### config.mk
export PLATFORM = sky130hd
export DESIGN_NAME = pipelined_add_sub
export DESIGN_NICKNAME = d
export VERILOG_FILES = /design/src/rtl/pipelined_add_sub.sv
export SDC_FILE = /design/constraint.sdc
export NUM_CORES = 1
export LEC_CHECK = 0
export BUFFER_PORTS_ARGS = -buffer_cell sky130_fd_sc_hd__buf_2
export CORE_MARGIN = 2
export CORE_UTILIZATION = 45
export DETAILED_ROUTE_END_ITERATION = 6
export PLACE_DENSITY_LB_ADDON = 0.08
export SLEW_MARGIN = 25
export SYNTH_ARGS = -nofsm -noshare
export SYNTH_HDL_FRONTEND = slang
export SYNTH_SLANG_ARGS = --single-unit
export TNS_END_PERCENT = 1
### constraint.sdc
create_clock -name Clk_i -period 7.5 [get_ports Clk_i]
set_input_delay 0.375 -clock Clk_i [delete_from_list [all_inputs] [get_ports Clk_i]]
set_output_delay 0.375 -clock Clk_i [all_outputs]
set_load 0.03 [all_outputs]
### src/rtl/pipelined_add_sub.sv
// Pipelined adder/subtractor: the carry chain is cut into STAGES equal slices, one per register rank.
// Zero_o/Neg_o flag logic exists only when PIPELINED_ADD_SUB_FLAGS_EN is defined; otherwise both are tied low.
module pipelined_add_sub #(
  parameter int WIDTH  = 32,
  parameter int STAGES = 4
) (
  input  logic             Clk_i,
  input  logic             Rst_i,
  input  logic             Valid_i,
  output logic             Ready_o,
  input  logic [WIDTH-1:0] A_i,
  input  logic [WIDTH-1:0] B_i,
  input  logic             C_i,
  input  logic             Sel_i,
  output logic             Valid_o,
  input  logic             Ready_i,
  output logic [WIDTH-1:0] Sum_o,
  output logic             C_o,
  output logic             Overflow_o,
  output logic             Zero_o,
  output logic             Neg_o
);

  localparam int SLICE_W = (STAGES >= 1) ? WIDTH / STAGES : WIDTH;
  localparam int REM     = (STAGES >= 1) ? WIDTH % STAGES : 1;

  if (WIDTH < 2 || STAGES < 1 || STAGES > WIDTH || REM != 0) begin : g_param_err
    $error("pipelined_add_sub: illegal WIDTH/STAGES combination");
  end

  logic stall;

  assign stall   = Valid_o & ~Ready_i;
  assign Ready_o = ~stall | Rst_i;

  for (genvar k = 0; k < STAGES; k++) begin : g_stg
    localparam int IN_W  = WIDTH - k * SLICE_W;
    localparam int OUT_W = (k + 1) * SLICE_W;

    logic [IN_W-1:0]    a_in;
    logic [IN_W-1:0]    b_in;
    logic               c_in;
    logic               sel_in;
    logic               vld_in;
    logic [SLICE_W-1:0] bx;
    logic [SLICE_W:0]   slice;
    logic [OUT_W-1:0]   sum_d;
    logic [OUT_W-1:0]   sum_q;
    logic               cy_q;
    logic               vld_q;

    // Stage 0 takes the ports directly; a borrow-in becomes carry-in = ~C_i when subtracting.
    if (k == 0) begin : g_first
      assign a_in   = A_i;
      assign b_in   = B_i;
      assign c_in   = C_i ^ Sel_i;
      assign sel_in = Sel_i;
      assign vld_in = Valid_i;
      assign sum_d  = slice[SLICE_W-1:0];
    end else begin : g_next
      assign a_in   = g_stg[k-1].g_ops.a_q;
      assign b_in   = g_stg[k-1].g_ops.b_q;
      assign c_in   = g_stg[k-1].cy_q;
      assign sel_in = g_stg[k-1].g_ops.sel_q;
      assign vld_in = g_stg[k-1].vld_q;
      assign sum_d  = {slice[SLICE_W-1:0], g_stg[k-1].sum_q};
    end

    assign bx    = b_in[SLICE_W-1:0] ^ {SLICE_W{sel_in}};
    assign slice = {1'b0, a_in[SLICE_W-1:0]} + {1'b0, bx} + {{SLICE_W{1'b0}}, c_in};

    always_ff @(posedge Clk_i) begin
      if (Rst_i)       vld_q <= 1'b0;
      else if (!stall) vld_q <= vld_in;
    end

    if (k < STAGES - 1) begin : g_ops
      logic [IN_W-SLICE_W-1:0] a_q;
      logic [IN_W-SLICE_W-1:0] b_q;
      logic                    sel_q;

      // ---- stage k -> k+1: partial sum, slice carry, unconsumed operand bits ----
      always_ff @(posedge Clk_i) begin
        if (!stall) begin
          sum_q <= sum_d;
          cy_q  <= slice[SLICE_W];
          a_q   <= a_in[IN_W-1:SLICE_W];
          b_q   <= b_in[IN_W-1:SLICE_W];
          sel_q <= sel_in;
        end
      end
    end else begin : g_last
      logic cy_into_msb;
      logic ovf_q;

      assign cy_into_msb = a_in[SLICE_W-1] ^ bx[SLICE_W-1] ^ slice[SLICE_W-1];

      // ---- final stage -> outputs ----
      always_ff @(posedge Clk_i) begin
        if (Rst_i) begin
          sum_q <= '0;
          cy_q  <= 1'b0;
          ovf_q <= 1'b0;
        end else if (!stall) begin
          sum_q <= sum_d;
          cy_q  <= slice[SLICE_W];
          ovf_q <= cy_into_msb ^ slice[SLICE_W];
        end
      end

`ifdef PIPELINED_ADD_SUB_FLAGS_EN
      logic zero_q;
      logic neg_q;

      always_ff @(posedge Clk_i) begin
        if (Rst_i) begin
          zero_q <= 1'b0;
          neg_q  <= 1'b0;
        end else if (!stall) begin
          zero_q <= ~|sum_d;
          neg_q  <= sum_d[OUT_W-1];
        end
      end
`endif
    end
  end

  assign Valid_o    = g_stg[STAGES-1].vld_q;
  assign Sum_o      = g_stg[STAGES-1].sum_q;
  assign C_o        = g_stg[STAGES-1].cy_q;
  assign Overflow_o = g_stg[STAGES-1].g_last.ovf_q;

`ifdef PIPELINED_ADD_SUB_FLAGS_EN
  assign Zero_o = g_stg[STAGES-1].g_last.zero_q;
  assign Neg_o  = g_stg[STAGES-1].g_last.neg_q;
`else
  assign Zero_o = 1'b0;
  assign Neg_o  = 1'b0;
`endif

endmodule

==> key figures <==
STA
  – Worst hold margin: 0.1151 ns
  – Slew HR: 33.98%
  – Final period utilization: 36.52%
  – Unrepaired setup endpoints after global routing: false
  – Slew @ Worst Pin: 0.9882 ns
  – Max-slew violations: 0
  – Setup TNS: 0 ns
  – Max Fclk: 365.1 MHz
  – Fin. Hold Viols: 0
  – Tmin final: 2.739 ns
  – Final setup fails: 0
  – Clock skew: 0.007697 ns

Clock tree
  – Post-CTS setup buffer count: 0
  – Post-cts resize count: 0
  – CTS Buf Count: 17
  – Latest clock arrival within the worst-skew pair: 0.43 ns
  – Clk buf depth: 2
  – H-tree depth: 4
  – Reg clk slew, reported paths: 0.07 ns
  – CTS tree: built
  – CTS root buffer: clkbuf_16
  – Clock sink total: 188
  – Cts hold-fix bufs: 0

Power
  – Sw Ratio: 26.33%
  – Max IR drop VDD: 0.2390 mV
  – P_leak: 0.003635 µW
  – Logic pwr share: 14.9%
  – Cell internal pwr: 1934 µW
  – P per Cell Area: 300.4 nW/µm²
  – Overall power: 2625 µW
  – Clock network power share: 32.7%
  – Psw: 691.3 µW
  – Register share of total power: 52.4%

Detailed routing
  – Vias: 4,101
  – DR iter-0 viols: 285
  – Vias per cell: 4.780
  – DRC: 0
  – First-pass detailed-route iteration total: 6
  – Final ANT Viol Nets: 0
  – WL final: 11,780 µm
  – Met3 wire length: 692 µm
  – Met2 wire length: 5809 µm
  – M1 wire length: 5096 µm
  – Wire per inst: 13.73 µm
  – Top Layer Used: met4

Die
  – Die Width: 132.5 µm
  – Row count: 46
  – Core Area: 16,000 µm²
  – Initial core utilization: 46.43%
  – Die area: 17,550 µm²
  – Die Y: 132.5 µm
  – I/O pin count: 108

Logic synthesis
  – Post-synthesis cell count: 522
  – Post-Syn Area per Cell: 14.23 µm²
  – Yosys Warn Count: 0
  – Post-synthesis sequential area ratio: 70.87%
  – Number of synthesized register bits: 188
  – Cell Area, Synth: 7430 µm²
  – Number of distinct library cells after synthesis: 39

Cells and area
  – NumNets Final: 735
  – Area grow syn2layout: 17.60%
  – FF+latch area: 5265 µm²
  – Commonest non-fill, non-tap cell in the layout: edfxtp_1
  – # diodes: 0
  – Most frequent cells in the layout: edfxtp_1 (150), buf_2 (105), nand2_1 (61)
  – Fillers: 1,390
  – Proportion of layout cells with a drive suffix above 1: 22.59%
  – Cell area after layout: 8737 µm²
  – Multi-input logic area: 1998 µm²

Worst setup path
  – CP top delay family: adder cells
  – Slowest cell delay on critical path: 0.61 ns
  – CP max stage cell: edfxtp_1
  – CP required: 7.67 ns
  – Arr. time, crit path: 2.91 ns
  – Crit path buffers/inverters: 0
  – Critical Path Sink Type: flip-flop
  – Crit path cell chain: xnor2_1, fa_1, fa_1, nor2b_1, o21ai_0, a21boi_0, o31ai_1, a21boi_0
  – Critical path type: reg2reg
  – Max FO, Critical Path: 9
  – CP startpoint kind: flip-flop

Place
  – Routability congestion estimate: 0.7435
  – Hpwl dp: 7562 µm
  – Port bufs: 105
  – Placed cell area: 8169 µm²

Worst hold path
  – Hold Crit Class: in2reg

Run
  – Max Cap Viol: 0

Outcome
  – Status: complete, no violations

Global routing
  – Vias in the first global route: 4,078
  – Largest net degree at the start of global routing: 98
  – Global-route wire length before repair: 19,580 µm
  – Total GRT Usage: 14.26%
  – Initial antenna violation count: 0
  – Grt ovf: 0
==> flip-flops by register name (all words and copies together) (netlist names) <==
register / flops
g_stg.g_ops.sel_q: 3
g_stg.g_ops.a_q: 48
Overflow_o: 1
g_stg.cy_q: 3
Sum_o: 32
g_stg.vld_q: 3
Valid_o: 1
C_o: 1
g_stg.g_ops.b_q: 48
g_stg.sum_q: 48
==> worst reg2reg max path: stages, from the launching register on <==
cell      delay (ns)
edfxtp_1        0.61
xnor2_1         0.24
fa_1            0.42
fa_1            0.42
nor2b_1         0.13
o21ai_0         0.10
a21boi_0        0.33
o31ai_1         0.12
a21boi_0        0.13
==> cells by family (layout without fill, tap and decap cells) <==
family | count (synthesis) | after routing | synth area share, %
adder cells (fa/ha/maj) | 36 | 36 | 6.871
AND/OR/NAND/NOR | 120 | 120 | 7.124
flip-flops | 188 | 188 | 70.87
other | 1 | 2 | 0.05047
buffers and inverters | 45 | 164 | 2.391
AO/OA/AOI/OAI | 84 | 84 | 7.040
XOR/XNOR | 48 | 48 | 5.659
==> Yosys cell counts (all sizes together) <==
master,number,area share (%)
a21oi,40,2.7
conb,1,0.050
a211oi,5,0.57
xor2,34,4.0
nand4b,1,0.12
buf,4,0.32
a21boi,6,0.61
o22a,2,0.24
o21a,4,0.40
a31o,1,0.12
fa,8,2.2
a31oi,1,0.084
inv,26,1.3
clkbuf,15,0.76
ha,28,4.7
nand2b,3,0.25
a21o,5,0.51
nand3,2,0.13
o31ai,5,0.51
nand2,61,3.1
and3,1,0.10
nor2,31,1.6
or3,4,0.34
a221oi,1,0.35
or4,1,0.10
nor3,2,0.13
edfxtp,150,61
and4,1,0.13
dfxtp,38,10
xnor2,14,1.7
nor2b,9,0.76
o21ai,13,0.88
nand3b,4,0.40
o22ai,1,0.084
==> stage by stage <==
step,instances,util [%],setup WS [ns]
2_1_floorplan,523,-,1.895
3_3_place_gp,826,51.06,4.659
3_5_place_dp,826,51.06,4.522
4_1_cts,858,54.58,4.675
5_1_grt,858,54.61,4.542
6_report,858,54.61,4.761
==> metal layers <==
layer | vias to the layer above | track usage [%]
met5 | - | 0
met4 | 0 | 5.018
met3 | 18 | 5.057
met2 | 111 | 23.55
met1 | 1917 | 17.43
li1 | 2055 | -
==> cell type report <==
cell class	instances	area share, %
clock inverter	15	1.590
multi-input combinational	290	22.87
inverter	26	1.174
sequential	188	60.26
tap	216	3.093
timing repair buffer	106	6.143
clock buffer	17	4.869
==> power groups by stage <==
stage	clock network, µW	logic [µW]	registers (µW)
detailed placement	0	391	1400
floorplan	0	217	1460
global placement	0	385	1390
global route	929	440	1390
finish	858	391	1380
CTS	882	395	1380
==> worst paths after layout <==
| check | from | endpoint | slack, ns | depth (start not counted) |
|---|---|---|---|---|
| setup / recovery | g_stg[0].g_ops.sel_q$_DFFE_PN_ | g_stg[1].sum_q[14]$_DFFE_PN_ | 4.76 | 8 |
| hold / removal | A_i[30] | g_stg[0].g_ops.a_q[22]$_DFFE_PN_ | 0.12 | 1 |
| setup reg to reg | g_stg[0].g_ops.sel_q$_DFFE_PN_ | g_stg[1].sum_q[14]$_DFFE_PN_ | 4.76 | 8 |
| hold reg to reg | g_stg[1].sum_q[14]$_DFFE_PN_ | g_stg[2].sum_q[14]$_DFFE_PN_ | 0.41 | 0 |
Power figures use the tool's default switching activity.
